--- src/rtl/ysyx_23060184_lsu.sv ---
// Memory-stage unit: takes one EXU result, performs at most one load/store over a
// request/response handshake, and hands the result to writeback.
module ysyx_23060184_lsu #(
  parameter int DATA_WIDTH = 32,
  parameter int ADDR_WIDTH = 32
) (
  input  logic                  clk,
  input  logic                  rst,
  input  logic                  Evalid,
  output logic                  Mready,
  input  logic [DATA_WIDTH-1:0] ALUResult,
  input  logic [DATA_WIDTH-1:0] RD2,
  input  logic                  MemRead,
  input  logic                  MemWrite,
  input  logic [2:0]            MemOp,
  output logic                  mem_req_valid,
  input  logic                  mem_req_ready,
  output logic [ADDR_WIDTH-1:0] mem_addr,
  output logic                  mem_wen,
  output logic [DATA_WIDTH-1:0] mem_wdata,
  output logic [3:0]            mem_wmask,
  input  logic                  mem_rsp_valid,
  input  logic [DATA_WIDTH-1:0] mem_rdata,
  output logic                  Mvalid,
  input  logic                  Wready,
  output logic [DATA_WIDTH-1:0] ReadData,
  output logic [DATA_WIDTH-1:0] ALUResultM,
  output logic                  Fault
);

  typedef enum logic [1:0] {
    S_IDLE = 2'd0,
    S_REQ  = 2'd1,
    S_WAIT = 2'd2,
    S_DONE = 2'd3
  } state_e;

  state_e                  state_q, state_d;
  logic                    req_valid_q, req_valid_d;
  logic                    mvalid_q, mvalid_d;
  logic                    fault_q, fault_d;
  logic                    wen_q, wen_d;
  logic [ADDR_WIDTH-1:0]   addr_q, addr_d;
  logic [DATA_WIDTH-1:0]   wdata_q, wdata_d;
  logic [3:0]              wmask_q, wmask_d;
  logic [DATA_WIDTH-1:0]   rdata_q, rdata_d;
  logic [DATA_WIDTH-1:0]   alu_q, alu_d;
  logic [2:0]              memop_q, memop_d;

  logic                    is_mem_s;
  logic                    illegal_s;
  logic                    misalign_s;
  logic [1:0]              off_s;

  // Select and extend the addressed byte/half of a returned read word.
  function automatic logic [31:0] load_extend(input logic [31:0] word,
                                              input logic [1:0]  off,
                                              input logic [2:0]  op);
    logic [7:0]  byte_v;
    logic [15:0] half_v;
    logic [31:0] res_v;
    byte_v = word[{off, 3'b000} +: 8];
    half_v = off[1] ? word[31:16] : word[15:0];
    case (op)
      3'b000:  res_v = {{24{byte_v[7]}}, byte_v};
      3'b001:  res_v = {{16{half_v[15]}}, half_v};
      3'b010:  res_v = word;
      3'b100:  res_v = {24'd0, byte_v};
      3'b101:  res_v = {16'd0, half_v};
      default: res_v = 32'd0;
    endcase
    return res_v;
  endfunction

  function automatic logic [3:0] store_mask(input logic [1:0] off, input logic [2:0] op);
    logic [3:0] m_v;
    case (op[1:0])
      2'b00:   m_v = 4'b0001 << off;
      2'b01:   m_v = 4'b0011 << off;
      default: m_v = 4'b1111;
    endcase
    return m_v;
  endfunction

  assign off_s      = ALUResult[1:0];
  assign is_mem_s   = MemRead | MemWrite;
  assign misalign_s = ((MemOp[1:0] == 2'b01) && off_s[0]) ||
                      ((MemOp[1:0] == 2'b10) && (off_s != 2'b00));
  assign illegal_s  = (MemRead && MemWrite) ||
                      (MemOp == 3'b011) || (MemOp == 3'b110) || (MemOp == 3'b111) ||
                      (MemWrite && MemOp[2]);

  // State and registered outputs.
  always_ff @(posedge clk or posedge rst) begin
    if (rst) begin
      state_q     <= S_IDLE;
      req_valid_q <= 1'b0;
      mvalid_q    <= 1'b0;
      fault_q     <= 1'b0;
      wen_q       <= 1'b0;
      addr_q      <= '0;
      wdata_q     <= '0;
      wmask_q     <= 4'd0;
      rdata_q     <= '0;
      alu_q       <= '0;
      memop_q     <= 3'd0;
    end else begin
      state_q     <= state_d;
      req_valid_q <= req_valid_d;
      mvalid_q    <= mvalid_d;
      fault_q     <= fault_d;
      wen_q       <= wen_d;
      addr_q      <= addr_d;
      wdata_q     <= wdata_d;
      wmask_q     <= wmask_d;
      rdata_q     <= rdata_d;
      alu_q       <= alu_d;
      memop_q     <= memop_d;
    end
  end

  // Next-state and next-output logic.
  always_comb begin
    state_d     = state_q;
    req_valid_d = req_valid_q;
    mvalid_d    = mvalid_q;
    fault_d     = fault_q;
    wen_d       = wen_q;
    addr_d      = addr_q;
    wdata_d     = wdata_q;
    wmask_d     = wmask_q;
    rdata_d     = rdata_q;
    alu_d       = alu_q;
    memop_d     = memop_q;
    case (state_q)
      S_IDLE: begin
        if (Evalid) begin
          alu_d   = ALUResult;
          memop_d = MemOp;
          rdata_d = '0;
          fault_d = 1'b0;
          if (!is_mem_s) begin
            state_d  = S_DONE;
            mvalid_d = 1'b1;
          end else if (illegal_s || misalign_s) begin
            // Faulting accesses never reach memory.
            state_d  = S_DONE;
            mvalid_d = 1'b1;
            fault_d  = 1'b1;
          end else begin
            state_d     = S_REQ;
            req_valid_d = 1'b1;
            addr_d      = {ALUResult[ADDR_WIDTH-1:2], 2'b00};
            wen_d       = MemWrite;
            wdata_d     = RD2 << {off_s, 3'b000};
            wmask_d     = MemWrite ? store_mask(off_s, MemOp) : 4'd0;
          end
        end else begin
          state_d = S_IDLE;
        end
      end
      S_REQ: begin
        if (mem_req_ready) begin
          state_d     = S_WAIT;
          req_valid_d = 1'b0;
        end else begin
          state_d = S_REQ;
        end
      end
      S_WAIT: begin
        if (mem_rsp_valid) begin
          state_d  = S_DONE;
          mvalid_d = 1'b1;
          if (!wen_q) begin
            rdata_d = load_extend(mem_rdata, alu_q[1:0], memop_q);
          end else begin
            rdata_d = '0;
          end
        end else begin
          state_d = S_WAIT;
        end
      end
      S_DONE: begin
        if (Wready) begin
          state_d  = S_IDLE;
          mvalid_d = 1'b0;
        end else begin
          state_d = S_DONE;
        end
      end
      default: begin
        state_d     = S_IDLE;
        req_valid_d = 1'b0;
        mvalid_d    = 1'b0;
      end
    endcase
  end

  assign Mready        = (state_q == S_IDLE);
  assign mem_req_valid = req_valid_q;
  assign mem_addr      = addr_q;
  assign mem_wen       = wen_q;
  assign mem_wdata     = wdata_q;
  assign mem_wmask     = wmask_q;
  assign Mvalid        = mvalid_q;
  assign ReadData      = rdata_q;
  assign ALUResultM    = alu_q;
  assign Fault         = fault_q;

endmodule

--- config.mk ---
export PLATFORM = sky130hd
export DESIGN_NAME = ysyx_23060184_lsu
export DESIGN_NICKNAME = d
export VERILOG_FILES = /design/src/rtl/ysyx_23060184_lsu.sv
export SDC_FILE = /design/constraint.sdc
export NUM_CORES = 1
export LEC_CHECK = 0
export CAP_MARGIN = 40
export CORE_UTILIZATION = 40
export CTS_CLUSTER_DIAMETER = 50
export DETAILED_ROUTE_END_ITERATION = 16
export PLACE_DENSITY = 0.77
export SYNTH_ARGS = -nofsm -noshare
export SYNTH_HDL_FRONTEND = slang
export SYNTH_SLANG_ARGS = --single-unit
--- constraint.sdc ---
create_clock -name clk -period 4.5 [get_ports clk]
set_input_delay 0.675 -clock clk [delete_from_list [all_inputs] [get_ports clk]]
set_output_delay 0.675 -clock clk [all_outputs]
set_load 0.05 [all_outputs]
=== Word-level counts from Yosys, hierarchy flattened ===
Cells that the tools add are included.
W data, S select, Z words.

* Output and inout bits: 137
* Input bits: 107
* Bits in registers: 139
* Word-level logic and storage cells: 86

* Shift-type cells: 4
* Mux-type cells: 28
* Reductions and logical operators: 22
* Equal/unequal tests: 19
* Bitwise gates (word level): 2

{| class="wikitable"
|+ Operator list
! cell !! number
|-
| $pmux W32 S5 || 1
|-
| $mux W32 || 3
|-
| $pmux W32 S2 || 1
|-
| $shiftx A32 B6 Y8 || 1
|-
| $shl A32 B5 Y32 || 1
|-
| $mux W16 || 1
|-
| $eq A3 B3 Y1 const B || 4
|-
| $mux W1 || 12
|-
| $mux W2 || 5
|-
| $ne A2 B2 Y1 const B || 5
|-
| $reduce_and A5 Y1 || 2
|-
| $pmux W2 S4 || 1
|-
| $pmux W4 S2 || 1
|-
| $eq A2 B2 Y1 const B || 3
|-
| $eq A3 B2 Y1 const B || 2
|-
| $logic_or A1 B1 Y1 || 6
|-
| $reduce_bool A2 Y1 || 3
|-
| $eq A2 B1 Y1 const B || 2
|-
| $logic_and A1 B1 Y1 || 4
|-
| $logic_not A2 Y1 || 2
|-
| $mux W4 || 1
|-
| $reduce_and A4 Y1 || 1
|-
| $shl A1 B2 Y4 const A || 1
|-
| $shl A2 B2 Y4 const A || 1
|-
| other kinds (11) || 11
|}

=== Depth between registers and ports, before layout ===
Gate-level depths: netlist (run 1).

* Depth in word-level cells: 10
* Mapped depth: 7
* Gate-level depth less buffers: 4

=== Worst setup path after synthesis (run 1) ===
OpenSTA, ideal clock, no wires.

* Path kind: reg-to-reg
* Start: reg state_q[0]
* End: reg addr_q[2] (netlist: mem_addr[2])
* Period minus slack after synthesis: 2.521 ns
* Arrival time: 2.394 ns
* Data required time: 4.373 ns
* Setup time: 0.127 ns
* Buffers on the path: 3
* Path slack: 1.979 ns
* Cell stages (with the launch flop): 8
* Cells stage by stage: dfrtp_1 > clkbuf_1 > nor2_1 > nand2_1 > nor3_4 > buf_6 > buf_6 > mux2_1

* Longest elaborated chain between the ends: 2

{| class="wikitable"
|+ Ends and longest elaborated chain
! what !! RTL line !! text
|-
| from (decl) || 38 || <nowiki>state_e state_q, state_d;</nowiki>
|-
| from (signal assigned) || 108 || <nowiki>state_q <= state_d;</nowiki>
|-
| $logic_not A2 Y1 || -- ||
|-
| net Mready || 10 || <nowiki>output logic Mready,</nowiki>
|-
| $reduce_and A4 Y1 (no line) || -- ||
|-
| to (signal assigned) || 113 || <nowiki>addr_q <= addr_d;</nowiki>
|-
| to (decl) || 43 || <nowiki>logic [ADDR_WIDTH-1:0] addr_q, addr_d;</nowiki>
|}

The timed path passes the listed nets, and every way through them passes these cells.
A chain may end at the register's enable or synchronous reset.

=== Worst setup path in the final report (run 1) ===
* Start: reg alu_q[1] (netlist: ALUResultM[1])
* End: out ALUResultM[1]

{| class="wikitable"
|+ RTL lines
! what !! RTL line !! text
|-
| from (decl) || 47 || <nowiki>logic [DATA_WIDTH-1:0] alu_q, alu_d;</nowiki>
|-
| from (signal assigned) || 117 || <nowiki>alu_q <= alu_d;</nowiki>
|-
| to (decl) || 27 || <nowiki>output logic [DATA_WIDTH-1:0] ALUResultM,</nowiki>
|}

No word-level cell between the ends.

==> summary.txt, run 1 <==
Power
  – Leak: 4.25 nW
  – Pwr dens: 836 nW/µm²
  – Clock Power Share: 17.0%
  – Internal power: 4.19 mW
  – NetSw: 3.78 mW
  – Flop pwr share: 28.1%
  – Switching Share: 47.4%
  – Overall power after layout: 7.97 mW
  – Combinational power share: 54.9%
  – Worst ir drop on vdd: 0.500 mV

CTS
  – Clock Sinks: 139
  – CTS root buffer: clkbuf_16
  – Cts hold-fix bufs: 0
  – Worst-path clk slew: 0.06 ns
  – Clk buf depth: 2
  – Post-CTS Resized: 0
  – Depth of the CTS H-tree: 4
  – CTS tree: done
  – Num CTS Buffers: 17
  – Setup bufs post-CTS: 0
  – Worst-Skew Late Latency: 0.42 ns

Worst setup path
  – Slowest CP cell: clkdlybuf4s50_1
  – Worst setup path category: flop to output pin
  – R2r setup slk: 2.13 ns
  – CP max FO: 20
  – CP Capture Type: output pin
  – Top delay family on crit path: buffers and inverters
  – Startpoint types: flop
  – WP data arrival: 2.19 ns
  – WP buf/inv: 1
  – Critical path required time: 3.83 ns
  – CP cell instances: clkdlybuf4s50_1
  – Slowest stage delay, CP: 0.95 ns

Timing
  – Min Tclk post-route: 2.87 ns
  – Fmax: 349 MHz
  – RSZ-0062 raised after global routing: false
  – Period utilisation layout: 63.7%
  – Final clock skew: 0.00790 ns
  – Final setup vio count: 0
  – Max-slew violations: 0
  – Worst Tran Pin Value: 0.902 ns
  – Final Hold Fails: 0
  – Setup TNS: 0 ns
  – Worst slew margin: 39.8%
  – Post-route worst setup slack: 1.63 ns

Logic synthesis
  – Synth async-reset ratio: 100%
  – Cell area after synthesis: 6410 µm²
  – Number of synthesized flops with an enable pin: 0
  – Mean post-synth cell area: 10.9 µm²
  – Ys Warns: 0
  – Main flop type after synthesis: dfrtp_1
  – Cells after Synth: 586
  – Post-synthesis sequential area ratio: 54.2%
  – Synth cell types: 39
  – Seq cells post-synth: 139

Routing
  – Vias per cell: 5.18
  – Final ANT Viol Nets: 0
  – DR iter-0 viols: 266
  – WL final: 18000 µm
  – Via count: 5367
  – Drt drc: 0
  – Routed len/inst: 17.4 µm
  – Drt pass-1 iters: 5

Floorplan
  – Die H: 129 µm
  – Core ar.: 15400 µm²
  – Die X: 129 µm
  – Die area: 16500 µm²
  – Ports: 244
  – Std-Cell Rows: 45
  – Starting Density: 41.6%

Global routing
  – Number of global-route vias before repair: 5539
  – First-pass GRT wire length: 28800 µm
  – Initial antenna violation count: 0
  – Gr ovfl total: 0
  – Largest net degree at the start of global routing: 96
  – Total GRT Usage: 22.7%

Layout
  – Share of layout cells above drive strength 1: 12.8%
  – Area growth syn-to-layout: 48.7%
  – Most common cell after layout, fill and taps aside: clkdlybuf4s50_1
  – Fin nets: 919
  – Final core utilization: 61.8%
  – ANT cells: 0
  – Commonest cells after routing, fill and taps aside: 241 x clkdlybuf4s50_1, 139 x dfrtp_1, 134 x nand2_1, 59 x mux2_2, 36 x mux2i_1
  – Final Non-Filler Cells: 1036

Hold path
  – Worst Hold Class: flop to flop

Place
  – Place WS: 1.53 ns
  – Post-DP HPWL: 13100 µm
  – Inst Count DP: 1004
  – IO Port Bufs: 241
  – GPL Wtd Cong: 0.842

Status
  – Status: finished clean

Run
  – Max Cap Violations: 0
per-stage QoR:
step	hold slack [ns]	area, µm²
after floorplan	0.575	6420
after global placement	0.459	8950
after detailed placement	0.461	8950
after CTS	0.476	9540
after global routing	0.497	9540
final	0.473	9540
metal layers:
metal	vias up	wire length [µm]	global-route usage, %	part of all wire [%]
met2	206	9110	39.1	51
met1	2645	7030	25.7	39
met3	34	1380	7.44	7.6
li1	2482	-	-	-
met5	-	0	0	0
met4	0	476	10.3	2.6
cell type report:
cell class / count / area [µm²]
sequential: 139 / 3480
timing repair buffer: 248 / 2480
multi-input combinational: 392 / 2670
clock inverter: 13 / 145
fill: 1285 / 5890
inverter: 14 / 57.6
clock buffer: 19 / 443
tap: 211 / 264
cell families after synthesis:
kind of cell,synth area share (%)
simple gates,12.0
flops,54.2
compound gates,12.0
mux,17.6
buf+inv,4.16
other cells,0.0585
worst paths after layout:
check / startpoint / cells past startpoint / to
setup / recovery: ALUResultM[1] / 1 / ALUResultM[1]
hold / removal: ReadData[14] / 1 / ReadData[14]
setup reg to reg: ALUResultM[1] / 4 / ReadData[21]
hold reg to reg: ReadData[14] / 1 / ReadData[14]
max in group asynchronous: rst / 3 / ReadData[10]
min in group asynchronous: rst / 2 / ALUResultM[26]
power groups by stage:
stage	Combinational (mW)	Sequential [mW]	Clock [mW]
final	4.38	2.24	1.36
after global routing	4.58	2.32	1.45
after CTS	4.41	2.24	1.39
after detailed placement	4.40	2.25	0
after global placement	4.33	2.22	0
after floorplan	1.00	4.07	0
Yosys cell counts (9+ instances only):
master / number / area share (%)
a211oi_1: 10 / 1.2
a21o_1: 9 / 1.1
a21oi_1: 22 / 1.7
a221o_1: 17 / 2.7
buf_2: 9 / 0.70
clkbuf_1: 20 / 1.2
dfrtp_1: 139 / 54
inv_1: 14 / 0.82
mux2_2: 59 / 10
mux2i_1: 36 / 5.6
nand2_1: 134 / 7.8
nor2_1: 19 / 1.1
nor2b_1: 13 / 1.3
o21ai_0: 24 / 1.9
registers in the layout, indices dropped and copies added (netlist names):
name and flops:
ReadData 32, Mvalid 1, mem_wdata 32, mem_req_valid 1, mem_wen 1, mem_wmask 4
ALUResultM 32, Fault 1, state_q 2, memop_q 3, mem_addr 30
(Power assumes the default switching activity.)
==> inputs of run 2 (changes only) <==
Clock period 4.5 ns to 2.42 ns, I/O delays scaled along.
==> summary.txt, run 2 (same netlist as run 1, synthesis figures left out) <==
Status
  – Status: finished clean

Timing
  – Final setup vio count: 0
  – Final clock skew: 0.00670 ns
  – Final Hold Fails: 0
  – Fmax: 431 MHz
  – Worst slew margin: 56.6%
  – Setup TNS: 0 ns
  – Worst Tran Pin Value: 0.648 ns
  – Period utilisation layout: 95.9%
  – RSZ-0062 raised after global routing: false
  – Max-slew violations: 0
  – Min Tclk post-route: 2.32 ns
  – Final Hold Slack: 0.192 ns

Routing
  – Drt pass-1 iters: 4
  – Drt drc: 0
  – DR iter-0 viols: 316
  – Via count: 5361
  – Final ANT Viol Nets: 0
  – Routed len/inst: 17.4 µm
  – WL final: 18300 µm
  – Vias per cell: 5.12

Layout
  – Fin nets: 931
  – Share of layout cells above drive strength 1: 14.3%
  – Final Instance Area: 9640 µm²
  – FILL cells: 1232
  – ANT cells: 0
  – Commonest cells after routing, fill and taps aside: 240 x clkdlybuf4s50_1, 139 x dfrtp_1, 134 x nand2_1, 59 x mux2_2, 36 x mux2i_1
  – Most common cell after layout, fill and taps aside: clkdlybuf4s50_1
  – Area growth syn-to-layout: 50.3%

CTS
  – Setup bufs post-CTS: 0
  – Num CTS Buffers: 17
  – Post-CTS Resized: 0
  – CTS root buffer: clkbuf_16
  – Cts hold-fix bufs: 0
  – Worst-Skew Late Latency: 0.43 ns
  – Depth of the CTS H-tree: 4
  – Clk buf depth: 2
  – Clock Sinks: 139
  – Worst-path clk slew: 0.06 ns
  – CTS tree: done

Power
  – Flop pwr share: 27.9%
  – Pwr dens: 1540 nW/µm²
  – NetSw: 7.07 mW
  – Combinational power share: 55.1%
  – Leak: 4.31 nW
  – Worst ir drop on vdd: 1.02 mV
  – Switching Share: 47.6%
  – Clock Power Share: 16.9%
  – Internal power: 7.79 mW

Worst setup path
  – Critical path required time: 2.06 ns
  – Worst setup path category: flop to output pin
  – CP Capture Type: output pin
  – CP max FO: 11
  – WP data arrival: 1.96 ns
  – Startpoint types: flop
  – Worst r2r path cells: 5

Floorplan
  – Ports: 244
  – Starting Density: 41.6%
  – Core ar.: 15400 µm²
  – Die area: 16500 µm²
  – Std-Cell Rows: 45
  – Die X: 129 µm
  – Die H: 129 µm

Global routing
  – Gr ovfl total: 0
  – Number of global-route vias before repair: 5540
  – Largest net degree at the start of global routing: 76
  – Initial antenna violation count: 0
  – First-pass GRT wire length: 28700 µm
  – Total GRT Usage: 22.7%

Run
  – Max Cap Violations: 0

Hold path
  – Worst Hold Class: primary input to async pin

Place
  – Post-DP HPWL: 13400 µm
  – IO Port Bufs: 241
  – Placed instance area: 9060 µm²
  – GPL Wtd Cong: 0.863
-- run 2: cell count changes in the layout (fill, tap and decap cells not counted) --
cell	change
clkinvlp_4	+3
nor2_1	-1
clkbuf_8	-1
nor2_2	+1
clkdlybuf4s50_1	-1
clkinv_2	+1
buf_12	+2
clkinv_4	-3
buf_4	+11
-- run 2: worst paths after layout --
kind	startpoint	endpoint	slack, ns
setup / recovery	state_q[1]	Mready	0.1
hold / removal	rst	ReadData[20]	0.19
setup reg to reg	state_q[1]	mem_addr[7]	0.45
hold reg to reg	ALUResultM[11]	ALUResultM[11]	0.47
max in group asynchronous	rst	mem_wdata[1]	1.62
min in group clk	ALUResultM[11]	ALUResultM[11]	0.47
-- run 2: through the flow --
stage / util (%) / setup slack [ns] / instances / power [mW]
finish: 62.5 / 0.0999 / 1048 / 14.9
global route: 62.5 / 0.0407 / 1048 / 15.5
CTS: 62.5 / 0.0759 / 1048 / 15.0
detailed placement: 58.7 / -0.0219 / 1016 / 12.4
global placement: 58.7 / 0.0298 / 1016 / 12.2
floorplan: - / 0.190 / 587 / 9.45
-- run 2: power by group through the flow --
stage | Clock, mW | Combinational, mW | Sequential (mW)
after floorplan | 0 | 1.87 | 7.57
after global placement | 0 | 8.11 | 4.11
after detailed placement | 0 | 8.23 | 4.16
after CTS | 2.56 | 8.26 | 4.16
after global routing | 2.68 | 8.56 | 4.29
final | 2.52 | 8.19 | 4.15
-- run 2: area by class of cell --
class | instances | area [µm²] | share of cell area (%)
well taps | 211 | 264 | 2.74
repair buffers | 260 | 2590 | 26.9
flip-flops and latches | 139 | 3480 | 36.1
multi-input cells | 392 | 2670 | 27.7
inverters | 14 | 56.3 | 0.584
clock inverters | 14 | 148 | 1.53
clock buffers | 18 | 429 | 4.45
-- run 2: critical path, cell delays in order, from the launching register on --
cell and delay [ns]:
dfrtp_1 0.51, nor2_2 0.20, clkdlybuf4s50_1 0.83
-- run 2: per-layer routing --
metal / vias up / wire [µm] / global-route usage [%]
met1: 2643 / 7220 / 25.8
met5: - / 0 / 0
met2: 197 / 9310 / 39.4
met4: 0 / 342 / 9.00
met3: 20 / 1410 / 7.44
li1: 2501 / - / -
